File: src/rtl/stack_op_sequencer_if.sv
// Stack sequencer bus: op request/handshake, SP datapath control, stack RAM port,
// popped-result and SREG I-flag outputs. Clock, reset and clock enable stay scalar ports.
interface stack_op_sequencer_if;
   logic        op_valid;
   logic [2:0]  op_code;
   logic        op_ready;
   logic [21:0] pc_in;
   logic [7:0]  push_data;
   logic [7:0]  spl_in;
   logic [7:0]  sph_in;
   logic        sp_en;
   logic        sp_ndown_up;
   logic [15:0] ram_adr;
   logic        ram_we;
   logic        ram_re;
   logic [7:0]  ram_dout;
   logic [7:0]  ram_din;
   logic [21:0] pc_out;
   logic        pc_load;
   logic [7:0]  pop_data;
   logic        pop_valid;
   logic [7:0]  sreg_fl_in;
   logic [7:0]  sreg_fl_wr_en;
   logic        busy;
   logic        done;

   modport master (
      output op_valid, op_code, pc_in, push_data, spl_in, sph_in, ram_din,
      input  op_ready, sp_en, sp_ndown_up, ram_adr, ram_we, ram_re, ram_dout,
             pc_out, pc_load, pop_data, pop_valid, sreg_fl_in, sreg_fl_wr_en,
             busy, done
   );

   modport slave (
      input  op_valid, op_code, pc_in, push_data, spl_in, sph_in, ram_din,
      output op_ready, sp_en, sp_ndown_up, ram_adr, ram_we, ram_re, ram_dout,
             pc_out, pc_load, pop_data, pop_valid, sreg_fl_in, sreg_fl_wr_en,
             busy, done
   );
endinterface

File: src/rtl/stack_op_sequencer.sv
// Byte-serial stack sequencer for PUSH/POP/CALL/RET/IRQ/RETI with AVR
// post-decrement push and pre-increment pop; one byte per enabled cycle.
module stack_op_sequencer #(
   parameter bit pc22b = 1'b0
) (
   input  logic                 cp2,
   input  logic                 ireset,
   input  logic                 cp2en,
   stack_op_sequencer_if.slave  bus
);

   typedef enum logic [1:0] {
      S_IDLE = 2'd0,
      S_PUSH = 2'd1,
      S_POP  = 2'd2,
      S_CAPT = 2'd3
   } state_t;

   typedef enum logic [2:0] {
      OP_PUSH = 3'd0,
      OP_POP  = 3'd1,
      OP_CALL = 3'd2,
      OP_RET  = 3'd3,
      OP_IRQ  = 3'd4,
      OP_RETI = 3'd5,
      OP_RSV6 = 3'd6,
      OP_RSV7 = 3'd7
   } op_t;

   localparam logic [1:0] N_ADDR = pc22b ? 2'd3 : 2'd2;

   state_t      state_q, state_d;
   op_t         op_q, op_d;
   logic [23:0] sh_q, sh_d;
   logic [1:0]  cnt_q, cnt_d;
   logic [13:0] asm_q, asm_d;
   logic        rd_pend_q, rd_pend_d;
   logic        done_q, done_d;

   logic [15:0] sp;
   logic [15:0] sp_inc;
   logic [23:0] pc_ext;
   op_t         op_req;

   logic        op_ready;
   logic        sp_en;
   logic        sp_ndown_up;
   logic [15:0] ram_adr;
   logic        ram_we;
   logic        ram_re;
   logic [7:0]  ram_dout;
   logic [21:0] pc_out;
   logic        pc_load;
   logic [7:0]  pop_data;
   logic        pop_valid;
   logic [7:0]  sreg_fl_in;
   logic [7:0]  sreg_fl_wr_en;

   assign sp     = {bus.sph_in, bus.spl_in};
   assign sp_inc = sp + 16'd1;
   assign op_req = op_t'(bus.op_code);
   // Upper return-address byte is forced to zero in 16-bit PC builds.
   assign pc_ext = pc22b ? {2'b00, bus.pc_in} : {8'h00, bus.pc_in[15:0]};

   always_ff @(posedge cp2 or negedge ireset) begin
      if (!ireset) begin
         state_q   <= S_IDLE;
         op_q      <= OP_PUSH;
         sh_q      <= '0;
         cnt_q     <= '0;
         asm_q     <= '0;
         rd_pend_q <= 1'b0;
         done_q    <= 1'b0;
      end else begin
         state_q   <= state_d;
         op_q      <= op_d;
         sh_q      <= sh_d;
         cnt_q     <= cnt_d;
         asm_q     <= asm_d;
         rd_pend_q <= rd_pend_d;
         done_q    <= done_d;
      end
   end

   always_comb begin
      state_d       = state_q;
      op_d          = op_q;
      sh_d          = sh_q;
      cnt_d         = cnt_q;
      asm_d         = asm_q;
      rd_pend_d     = rd_pend_q;
      done_d        = done_q;

      op_ready      = 1'b0;
      sp_en         = 1'b0;
      sp_ndown_up   = 1'b0;
      ram_adr       = '0;
      ram_we        = 1'b0;
      ram_re        = 1'b0;
      ram_dout      = '0;
      pc_out        = '0;
      pc_load       = 1'b0;
      pop_data      = '0;
      pop_valid     = 1'b0;
      sreg_fl_in    = '0;
      sreg_fl_wr_en = '0;

      case (state_q)
         S_IDLE: begin
            op_ready = 1'b1;
            if (cp2en) begin
               done_d = 1'b0;
               if (bus.op_valid) begin
                  op_d      = op_req;
                  asm_d     = '0;
                  rd_pend_d = 1'b0;
                  case (op_req)
                     OP_PUSH: begin
                        sh_d    = {16'h0000, bus.push_data};
                        cnt_d   = 2'd1;
                        state_d = S_PUSH;
                     end
                     OP_POP: begin
                        cnt_d   = 2'd1;
                        state_d = S_POP;
                     end
                     OP_CALL, OP_IRQ: begin
                        sh_d    = pc_ext;
                        cnt_d   = N_ADDR;
                        state_d = S_PUSH;
                     end
                     OP_RET, OP_RETI: begin
                        cnt_d   = N_ADDR;
                        state_d = S_POP;
                     end
                     default: ;
                  endcase
               end
            end
         end

         S_PUSH: begin
            ram_adr  = sp;
            ram_dout = sh_q[7:0];
            if (cp2en) begin
               ram_we = 1'b1;
               sp_en  = 1'b1;
               if (op_q == OP_IRQ && cnt_q == 2'd1)
                  sreg_fl_wr_en[7] = 1'b1;
               sh_d  = {8'h00, sh_q[23:8]};
               cnt_d = cnt_q - 2'd1;
               if (cnt_q == 2'd1) begin
                  state_d = S_IDLE;
                  done_d  = 1'b1;
               end
            end
         end

         S_POP: begin
            ram_adr     = sp_inc;
            sp_ndown_up = 1'b1;
            if (cp2en) begin
               ram_re = 1'b1;
               sp_en  = 1'b1;
               // ram_din carries the byte requested one enabled cycle earlier.
               if (rd_pend_q)
                  asm_d = {asm_q[5:0], bus.ram_din};
               rd_pend_d = 1'b1;
               cnt_d     = cnt_q - 2'd1;
               if (cnt_q == 2'd1)
                  state_d = S_CAPT;
            end
         end

         S_CAPT: begin
            if (op_q == OP_POP) begin
               pop_data  = bus.ram_din;
               pop_valid = cp2en;
            end else begin
               pc_out  = {asm_q, bus.ram_din};
               pc_load = cp2en;
            end
            if (op_q == OP_RETI && cp2en) begin
               sreg_fl_wr_en[7] = 1'b1;
               sreg_fl_in[7]    = 1'b1;
            end
            if (cp2en) begin
               state_d = S_IDLE;
               done_d  = 1'b1;
            end
         end

         default: state_d = S_IDLE;
      endcase
   end

   assign bus.op_ready      = op_ready;
   assign bus.sp_en         = sp_en;
   assign bus.sp_ndown_up   = sp_ndown_up;
   assign bus.ram_adr       = ram_adr;
   assign bus.ram_we        = ram_we;
   assign bus.ram_re        = ram_re;
   assign bus.ram_dout      = ram_dout;
   assign bus.pc_out        = pc_out;
   assign bus.pc_load       = pc_load;
   assign bus.pop_data      = pop_data;
   assign bus.pop_valid     = pop_valid;
   assign bus.sreg_fl_in    = sreg_fl_in;
   assign bus.sreg_fl_wr_en = sreg_fl_wr_en;
   assign bus.busy          = (state_q != S_IDLE);
   assign bus.done          = done_q;

endmodule

File: src/flat_wrapper.sv
// flat-port wrapper written by rule: the top's interface ports become plain ports
module stack_op_sequencer_flat 
#(
   parameter bit pc22b = 1'b0
)
  (cp2, ireset, cp2en, bus_op_valid, bus_op_code, bus_pc_in, bus_push_data, bus_spl_in, bus_sph_in, bus_ram_din, bus_op_ready, bus_sp_en, bus_sp_ndown_up, bus_ram_adr, bus_ram_we, bus_ram_re, bus_ram_dout, bus_pc_out, bus_pc_load, bus_pop_data, bus_pop_valid, bus_sreg_fl_in, bus_sreg_fl_wr_en, bus_busy, bus_done);
  stack_op_sequencer_if bus_i ();
  input  logic cp2;
  input  logic ireset;
  input  logic cp2en;
  input wire logic [$bits(bus_i.op_valid)-1:0] bus_op_valid;
  input wire logic [$bits(bus_i.op_code)-1:0] bus_op_code;
  input wire logic [$bits(bus_i.pc_in)-1:0] bus_pc_in;
  input wire logic [$bits(bus_i.push_data)-1:0] bus_push_data;
  input wire logic [$bits(bus_i.spl_in)-1:0] bus_spl_in;
  input wire logic [$bits(bus_i.sph_in)-1:0] bus_sph_in;
  input wire logic [$bits(bus_i.ram_din)-1:0] bus_ram_din;
  output wire logic [$bits(bus_i.op_ready)-1:0] bus_op_ready;
  output wire logic [$bits(bus_i.sp_en)-1:0] bus_sp_en;
  output wire logic [$bits(bus_i.sp_ndown_up)-1:0] bus_sp_ndown_up;
  output wire logic [$bits(bus_i.ram_adr)-1:0] bus_ram_adr;
  output wire logic [$bits(bus_i.ram_we)-1:0] bus_ram_we;
  output wire logic [$bits(bus_i.ram_re)-1:0] bus_ram_re;
  output wire logic [$bits(bus_i.ram_dout)-1:0] bus_ram_dout;
  output wire logic [$bits(bus_i.pc_out)-1:0] bus_pc_out;
  output wire logic [$bits(bus_i.pc_load)-1:0] bus_pc_load;
  output wire logic [$bits(bus_i.pop_data)-1:0] bus_pop_data;
  output wire logic [$bits(bus_i.pop_valid)-1:0] bus_pop_valid;
  output wire logic [$bits(bus_i.sreg_fl_in)-1:0] bus_sreg_fl_in;
  output wire logic [$bits(bus_i.sreg_fl_wr_en)-1:0] bus_sreg_fl_wr_en;
  output wire logic [$bits(bus_i.busy)-1:0] bus_busy;
  output wire logic [$bits(bus_i.done)-1:0] bus_done;
  assign bus_i.op_valid = bus_op_valid;
  assign bus_i.op_code = bus_op_code;
  assign bus_i.pc_in = bus_pc_in;
  assign bus_i.push_data = bus_push_data;
  assign bus_i.spl_in = bus_spl_in;
  assign bus_i.sph_in = bus_sph_in;
  assign bus_i.ram_din = bus_ram_din;
  assign bus_op_ready = bus_i.op_ready;
  assign bus_sp_en = bus_i.sp_en;
  assign bus_sp_ndown_up = bus_i.sp_ndown_up;
  assign bus_ram_adr = bus_i.ram_adr;
  assign bus_ram_we = bus_i.ram_we;
  assign bus_ram_re = bus_i.ram_re;
  assign bus_ram_dout = bus_i.ram_dout;
  assign bus_pc_out = bus_i.pc_out;
  assign bus_pc_load = bus_i.pc_load;
  assign bus_pop_data = bus_i.pop_data;
  assign bus_pop_valid = bus_i.pop_valid;
  assign bus_sreg_fl_in = bus_i.sreg_fl_in;
  assign bus_sreg_fl_wr_en = bus_i.sreg_fl_wr_en;
  assign bus_busy = bus_i.busy;
  assign bus_done = bus_i.done;
  stack_op_sequencer #(.pc22b(pc22b)) u_core (.cp2(cp2), .ireset(ireset), .cp2en(cp2en), .bus(bus_i));
endmodule
File: config.mk
export PLATFORM = sky130hd
export DESIGN_NAME = stack_op_sequencer_flat
export DESIGN_NICKNAME = d
export VERILOG_FILES = /design/src/rtl/stack_op_sequencer_if.sv /design/src/rtl/stack_op_sequencer.sv /design/src/flat_wrapper.sv
export SDC_FILE = /design/constraint.sdc
export NUM_CORES = 1
export LEC_CHECK = 0
export ABC_AREA = 1
export CAP_MARGIN = 5
export CORE_UTILIZATION = 35
export DETAILED_ROUTE_END_ITERATION = 10
export MAX_ROUTING_LAYER = met4
export PLACE_DENSITY = 0.7
export RECOVER_POWER = 100
export SYNTH_ARGS = -nofsm -noshare
export SYNTH_HDL_FRONTEND = slang
export SYNTH_SLANG_ARGS = --single-unit
File: constraint.sdc
create_clock -name cp2 -period 2.2 [get_ports cp2]
set_input_delay 0.44 -clock cp2 [delete_from_list [all_inputs] [get_ports cp2]]
set_output_delay 0.44 -clock cp2 [all_outputs]
set_load 0.02 [all_outputs]
==> results_dict.tcl, run 1 <==
set metrics [dict create \
    drt-wirelength-per-cell_um 12.06 \
    finalMaxSlewViolations 0 \
    ys_dominant_reg_cell "dfrtp_1" \
    fin_crit_share_pct 98.38 \
    cpMaxStageDelayCell "dfrtp_1" \
    grt_antenna_before_repair 0 \
    area_share_of_the_largest_cell_type_after_synthesis_pct 32.81 \
    fillCellCount 781 \
    nets 698 \
    grt-ovfl-total 0 \
    globalplace.congestion 0.8522 \
    yosysSeqAreaShare_pct 32.81 \
    ios 140 \
    antenna_violating_nets_post_route 0 \
    cts_inserted_buffers 5 \
    netlist_area_sq_um 2974 \
    slew-limit-headroom_pct 35.48 \
    post_synth_top_cells "123 x nand2_1, 74 x inv_1, 59 x nor2_1" \
    crit-reg2reg-capture "u_core.asm_q[1]$_DFFE_PN0P_" \
    most_common_cell_in_the_synthesized_netlist "nand2_1" \
    worst_setup_path_endpoint "bus_ram_adr[2]" \
    ys_top_cells_by_area "dfrtp_1 33%, nand2_1 16%, inv_1 9.3%" \
    crit_path_end_kind "output port" \
    diodes 0 \
    track_usage_pct 20.70 \
    yosysUniqueCellTypes 33 \
    depth_of_the_cts_h_tree 2 \
    worstReg2RegStart "u_core.state_q[0]$_DFFE_PN0P_" \
    port_buffers 119 \
    series_of_cell_instances_along_the_critical_path "buf_4, ha_4, buf_12, buf_12, nand2_1, nand2_1, o211ai_1, inv_1, buf_2" \
    worst_min_delay_path_category "input port to asynchronous set/reset pin" \
    timing.critical_path.arrival_ps 1720 \
    cts_num_sinks 39 \
    grt_max_degree 24 \
    timing.fmax_mhz 462.0 \
    syn2layout_area_growth_pct 59.07 \
    worst_pin_slew_ps 967.7 \
    synthesis.area_per_instance_sq_um 6.451 \
    drtIter0Drc 164 \
    finalCriticalPeriod_ps 2164 \
    power_leakage_nw 2.471 \
    core_region_area_sq_um 8217 \
    synth-seq-cells 39 \
    synth.area.mux_share_pct 0 \
    yosys.area.top_type "dfrtp_1" \
    route.vias.total 3398 \
    detail_route.vias_per_cell 4.629 \
    core.rowCount 33 \
    setup.worst_path.start_class "register" \
    multiInputGateArea_sq_um 1664 \
    total_power_mw 4.314 \
    timing.setup.tns_ps 0 \
    first_global_vias 3105 \
    synth-compound-area-share_pct 16.79 \
    pwr_density_cell_nw_per_um2 911.8 \
    cts-root-buf "clkbuf_8" \
    clkTransAtPathRegs_ps 70 \
    setup.worst_path.start "u_core.state_q[0]$_DFFE_PN0P_" \
    postSynth.asyncResetShare_pct 100.0 \
    cts_tree "done" \
    timing.final.hold_violations 0 \
    cp_slowest_stage_delay_ps 410 \
    drtPass1Iterations 4 \
    slack_of_the_worst_reg_to_reg_path_ps 390 \
    first_pass_grt_wire_length_um 14190 \
    timing.reg2reg.worst_path_depth 9 \
    hpwlAfterDp_um 7012 \
    syn_inst 461 \
    drt_drc_violations_left 0 \
    die_wd_um 94.18 \
    dominant_delay_contributor_by_cell_family_on_the_critical_path "buffers and inverters" \
    synth_simple_gate_area_share_pct 29.95 \
    path_depth 9 \
    synth_top_family_by_area "simple AND/OR/NAND/NOR gates" \
    required_time_of_the_critical_path_ps 1760 \
    edff_count_synth 0 \
    cts.path.max_buffers 2 \
    post_synth_fa_ha_maj_area_fraction_pct 3.786 \
    vdd_ir_drop_max_mv 0.4431 \
    preCtsSetupSlack_ps -675.6 \
    initial_utilization_pct 36.20 \
    critical_path.max_fanout 8 \
    proportion_of_layout_cells_with_a_drive_suffix_above_1_pct 20.19 \
    yosys_warnings 0 \
    route.final.wire_length_um 8849 \
    cp.buffers_inverters 5 \
    maxCapViolCount 0 \
    outcome "finished clean" \
    final_ws_setup_ps 35.59 \
    floorplan.die.height_um 94.18 \
    layout.area.seq_sq_um 975.9 \
    design.die.area_sq_um 8870 \
    clk-insertion-delay-late_ps 290 \
    worst-setup-path-type "register to output port" \
    setup_viol_count_final 0 \
    synth_xor_xnor_area_share_pct 0.2945 \
    finClkSkew_ps 5.779 \
]
==> power by group <==
part	switching [mW]	internal, mW
Combinational	1.54	1.16
Clock	0.253	0.222
Sequential	0.152	0.986
Total	1.94	2.37
==> registers in the layout, indices dropped and copies added (netlist names) <==
signal	flops
u_core.cnt_q	2
u_core.rd_pend_q	1
u_core.state_q	2
u_core.op_q	3
u_core.sh_q	16
u_core.asm_q	14
u_core.bus.done	1
==> per-stage QoR <==
step	util, %	hold WS (ps)	instances	instance area [sq um]
finish	57.58	150.9	734	4731
floorplan	-	144.4	474	3023
detailed placement	56.04	342.5	719	4604
global placement	56.04	337.3	719	4604
global route	57.58	207.9	734	4731
CTS	56.84	25.65	730	4671
==> cells in the final DEF, fill, tap and decap left out, types with 4 or more instances in the layout <==
master           instances
clkbuf_1                 4
nand2_2                  8
inv_2                    4
buf_4                   52
clkbuf_2                 8
o21ai_1                 12
conb_1                  14
buf_12                   7
dfrtp_1                 39
clkdlybuf4s15_1         15
nor2_2                   4
nand2_1                116
buf_2                    8
o21ai_0                 25
nand3_1                 17
a21oi_1                 27
nand4_1                  4
nor2_1                  57
clkdlybuf4s50_1         42
buf_6                    4
ha_2                     4
clkbuf_8                 5
o211ai_1                 4
dlygate4sd2_1           33
a21oi_2                  4
o22ai_1                  8
inv_1                   72
==> cells by family after synthesis <==
logic type               count (synthesis)
XOR/XNOR                                 1
flip-flops                              39
buffers and inverters                  107
other                                    1
adder cells (fa/ha/maj)                  9
AND/OR/NAND/NOR                        214
AO/OA/AOI/OAI                           90
==> layout make-up <==
cell class              count  area share (%)
clock buffers               6           1.534
inverters                  77           6.109
well taps                 105           2.777
multi-input cells         328           35.18
repair buffers            177           33.51
flip-flops and latches     39           20.63
clock inverters             2          0.2645
==> metal layers <==
layer | up-vias | routed length, um | global-route usage, %
li1 | 1748 | - | -
met1 | 1530 | 4006 | 26.75
met2 | 99 | 4307 | 33.88
met3 | 21 | 390 | 3.155
met4 | 0 | 144 | 5.000
met5 | - | 0 | -
==> timing repair <==
action	in CTS	in global routing
pin swaps	3	6
hold buffers	0	0
resized for setup	145	58
setup endpoints to repair	63	57
setup buffers	3	4
==> worst min path at each step <==
stage                     slack, ps                      endpoint
after floorplan                 140   u_core.asm_q[0]$_DFFE_PN0P_
after global routing            210   u_core.sh_q[12]$_DFFE_PN0P_
after detailed placement        340  u_core.asm_q[10]$_DFFE_PN0P_
final                           150  u_core.asm_q[10]$_DFFE_PN0P_
after CTS                        30   u_core.sh_q[12]$_DFFE_PN0P_
after global placement          340  u_core.asm_q[10]$_DFFE_PN0P_
Note: power is estimated with default switching activity, not from simulation.
==> run 2: changes to the inputs <==
- DONT_BUFFER_PORTS: not set -> 1
- PLACE_DENSITY: 0.7 -> not set
==> run 2 against run 1 <==
Compared with the run above: clock power is 2% higher; sequential power hardly changed; setup slack better by 43 ps; register-to-register slack worse by 120 ps; first-iteration DRC count is 37% lower; global-route usage is 3.7 points lower; final cell count is 20% lower; die area stayed put; worst hold slack better by 130 ps; power is 12% lower; flip-flop and latch count stayed put; critical path type unchanged; critical path depth is 5 lower.
==> results_dict.tcl, run 2 (synthesized netlist as in run 1, its figures left out) <==
set metrics [dict create \
    timing.critical_path.arrival_ps 1680 \
    hpwlAfterDp_um 5611 \
    grt_max_degree 40 \
    core_region_area_sq_um 8217 \
    clk-insertion-delay-late_ps 290 \
    drt_drc_violations_left 0 \
    comb_power_share_pct 56.6 \
    first_pass_grt_wire_length_um 11630 \
    crit_path_end_kind "output port" \
    required_time_of_the_critical_path_ps 1760 \
    proportion_of_layout_cells_with_a_drive_suffix_above_1_pct 12.22 \
    worst_pin_slew_ps 976.7 \
    die_wd_um 94.18 \
    cellInternalPower_mw 1.980 \
    critical_path.max_fanout 22 \
    route.final.wire_length_um 7396 \
    globalplace.congestion 0.8235 \
    syn2layout_area_growth_pct 13.63 \
    timing.setup.tns_ps 0 \
    finalCriticalPeriod_ps 2122 \
    cp.buffers_inverters 1 \
    power.share.sequential_pct 30.6 \
    design.die.area_sq_um 8870 \
    cpMaxStageDelayCell "dfrtp_2" \
    ios 140 \
    grt_antenna_before_repair 0 \
    vdd_ir_drop_max_mv 0.3744 \
    grt-ovfl-total 0 \
    pwr_density_cell_nw_per_um2 1118 \
    floorplan.die.height_um 94.18 \
    finalMaxSlewViolations 0 \
    final_cell_area_sq_um 3379 \
    setup_viol_count_final 0 \
    core.rowCount 33 \
    cts_tree "done" \
    cts-root-buf "clkbuf_8" \
    flip_flop_count_of_the_largest_register_all_copies_and_words_added 16 \
    clock_share_of_power_pct 12.8 \
    drtIter0Drc 103 \
    route.vias.total 2894 \
    fillCellCount 881 \
    setup_repair_after_global_routing_missed_its_margin "yes" \
    depth_of_the_cts_h_tree 2 \
    top_regs "u_core.sh_q x16, u_core.asm_q x14, u_core.op_q x3" \
    series_of_cell_instances_along_the_critical_path "ha_1, nand2_1, buf_4, nor2_1" \
    slew-limit-headroom_pct 34.88 \
    setup.worst_path.start_class "register" \
    first_global_vias 2584 \
    cts_inserted_buffers 5 \
    maxCapViolCount 0 \
    worst_min_delay_path_category "input port to register" \
    most-common-layout-cells "123 x nand2_1, 71 x inv_1, 57 x nor2_1" \
    track_usage_pct 17.03 \
    final_core_utilization_pct 41.13 \
    cts_num_sinks 39 \
    power_leakage_nw 1.718 \
    fin_crit_share_pct 96.45 \
    detail_route.vias_per_cell 4.922 \
    worst-setup-path-type "register to output port" \
    diodes 0 \
    cp_slowest_stage_delay_ps 440 \
    timing.final.hold_violations 0 \
    timing.fmax_mhz 471.3 \
    net-switching-power_mw 1.798 \
    total_power_mw 3.778 \
    initial_utilization_pct 36.20 \
    finClkSkew_ps 2.968 \
    power.switching_fraction_pct 47.60 \
    cts.path.max_buffers 2 \
    port_buffers 0 \
    largest-register "u_core.sh_q" \
    clkTransAtPathRegs_ps 80 \
    instance_area_after_placement_sq_um 3176 \
    nets 552 \
    antenna_violating_nets_post_route 0 \
    dominant_delay_contributor_by_cell_family_on_the_critical_path "simple AND/OR/NAND/NOR gates" \
    drtPass1Iterations 7 \
    drt-wirelength-per-cell_um 12.58 \
    mostFrequentLayoutCell "nand2_1" \
    outcome "finished clean" \
]
## run 2: worst register-to-register path, cell delays in order (launching register included)
cell and delay [ps]:
dfrtp_2 440, inv_4 70, ha_1 270, nand2_1 150
nand2_1 100, inv_2 90, nand2_2 60, a21oi_4 420
nand3_1 140, o21ai_1 110
## run 2: worst paths after layout
path                                                from                             to  slack, ps  cells past startpoint
min reg2reg                   u_core.sh_q[8]$_DFFE_PN0P_     u_core.sh_q[8]$_DFFE_PN0P_        490                      2
max                        u_core.state_q[0]$_DFFE_PN0P_                 bus_pc_out[17]         80                      4
min in group asynchronous                         ireset    u_core.sh_q[14]$_DFFE_PN0P_        840                      2
min                                       bus_op_code[0]     u_core.op_q[0]$_DFFE_PN0P_        280                      2
max reg2reg                u_core.state_q[0]$_DFFE_PN0P_   u_core.asm_q[10]$_DFFE_PN0P_        270                      9
max in group asynchronous                         ireset  u_core.state_q[1]$_DFFE_PN0P_        690                      2
## run 2: power by group through the flow
stage | logic [mW] | registers, mW | clock network, mW
after global placement | 1.94 | 1.14 | 0
after detailed placement | 1.97 | 1.15 | 0
after global routing | 2.40 | 1.19 | 0.527
after CTS | 2.11 | 1.15 | 0.496
after floorplan | 1.51 | 1.11 | 0
final | 2.14 | 1.16 | 0.483
## run 2: layer usage
| metal | global-route usage, % | vias up | share of wire (%) |
|---|---|---|---|
| met3 | 3.479 | 10 | 5.9 |
| li1 | - | 1453 | - |
| met4 | 3.205 | 0 | 0.74 |
| met2 | 28.32 | 103 | 49 |
| met1 | 21.45 | 1328 | 45 |
| met5 | - | - | 0 |
## run 2: area by class of cell
class / instances / area [sq um] / area share [%]
multi-input combinational: 328 / 1612 / 47.69
sequential: 39 / 978.4 / 28.95
inverter: 77 / 291.5 / 8.626
timing repair buffer: 31 / 281.5 / 8.330
tap: 105 / 131.4 / 3.887
clock buffer: 6 / 72.57 / 2.147
clock inverter: 2 / 12.51 / 0.3702
## run 2: what timing repair did
| item | in CTS | in global routing |
|---|---|---|
| endpoints found under the hold margin | 39 | 0 |
| setup endpoints to repair | 8 | 20 |
| resized for setup | 7 | 10 |
| hold buffers | 2 | 0 |
| buffers inserted | 0 | 1 |
| cloned | 1 | 0 |
## run 2: through the flow
| stage | hold slack (ps) | worst slack (ps) | std cells |
|---|---|---|---|
| 2_1_floorplan | 144.4 | 4.230 | 474 |
| 5_1_grt | 285.1 | -0.6738 | 588 |
| 6_report | 281.2 | 78.12 | 588 |
| 4_1_cts | 275.3 | 3.170 | 587 |
| 3_3_place_gp | 145.9 | 243.0 | 576 |
| 3_5_place_dp | 145.7 | 232.6 | 576 |
==> run 3: changes to the inputs <==
- GPL_ROUTABILITY_DRIVEN: not set -> 0
==> results of run 3 <==
Final layout, timing and power as in run 2 (identical DEF).
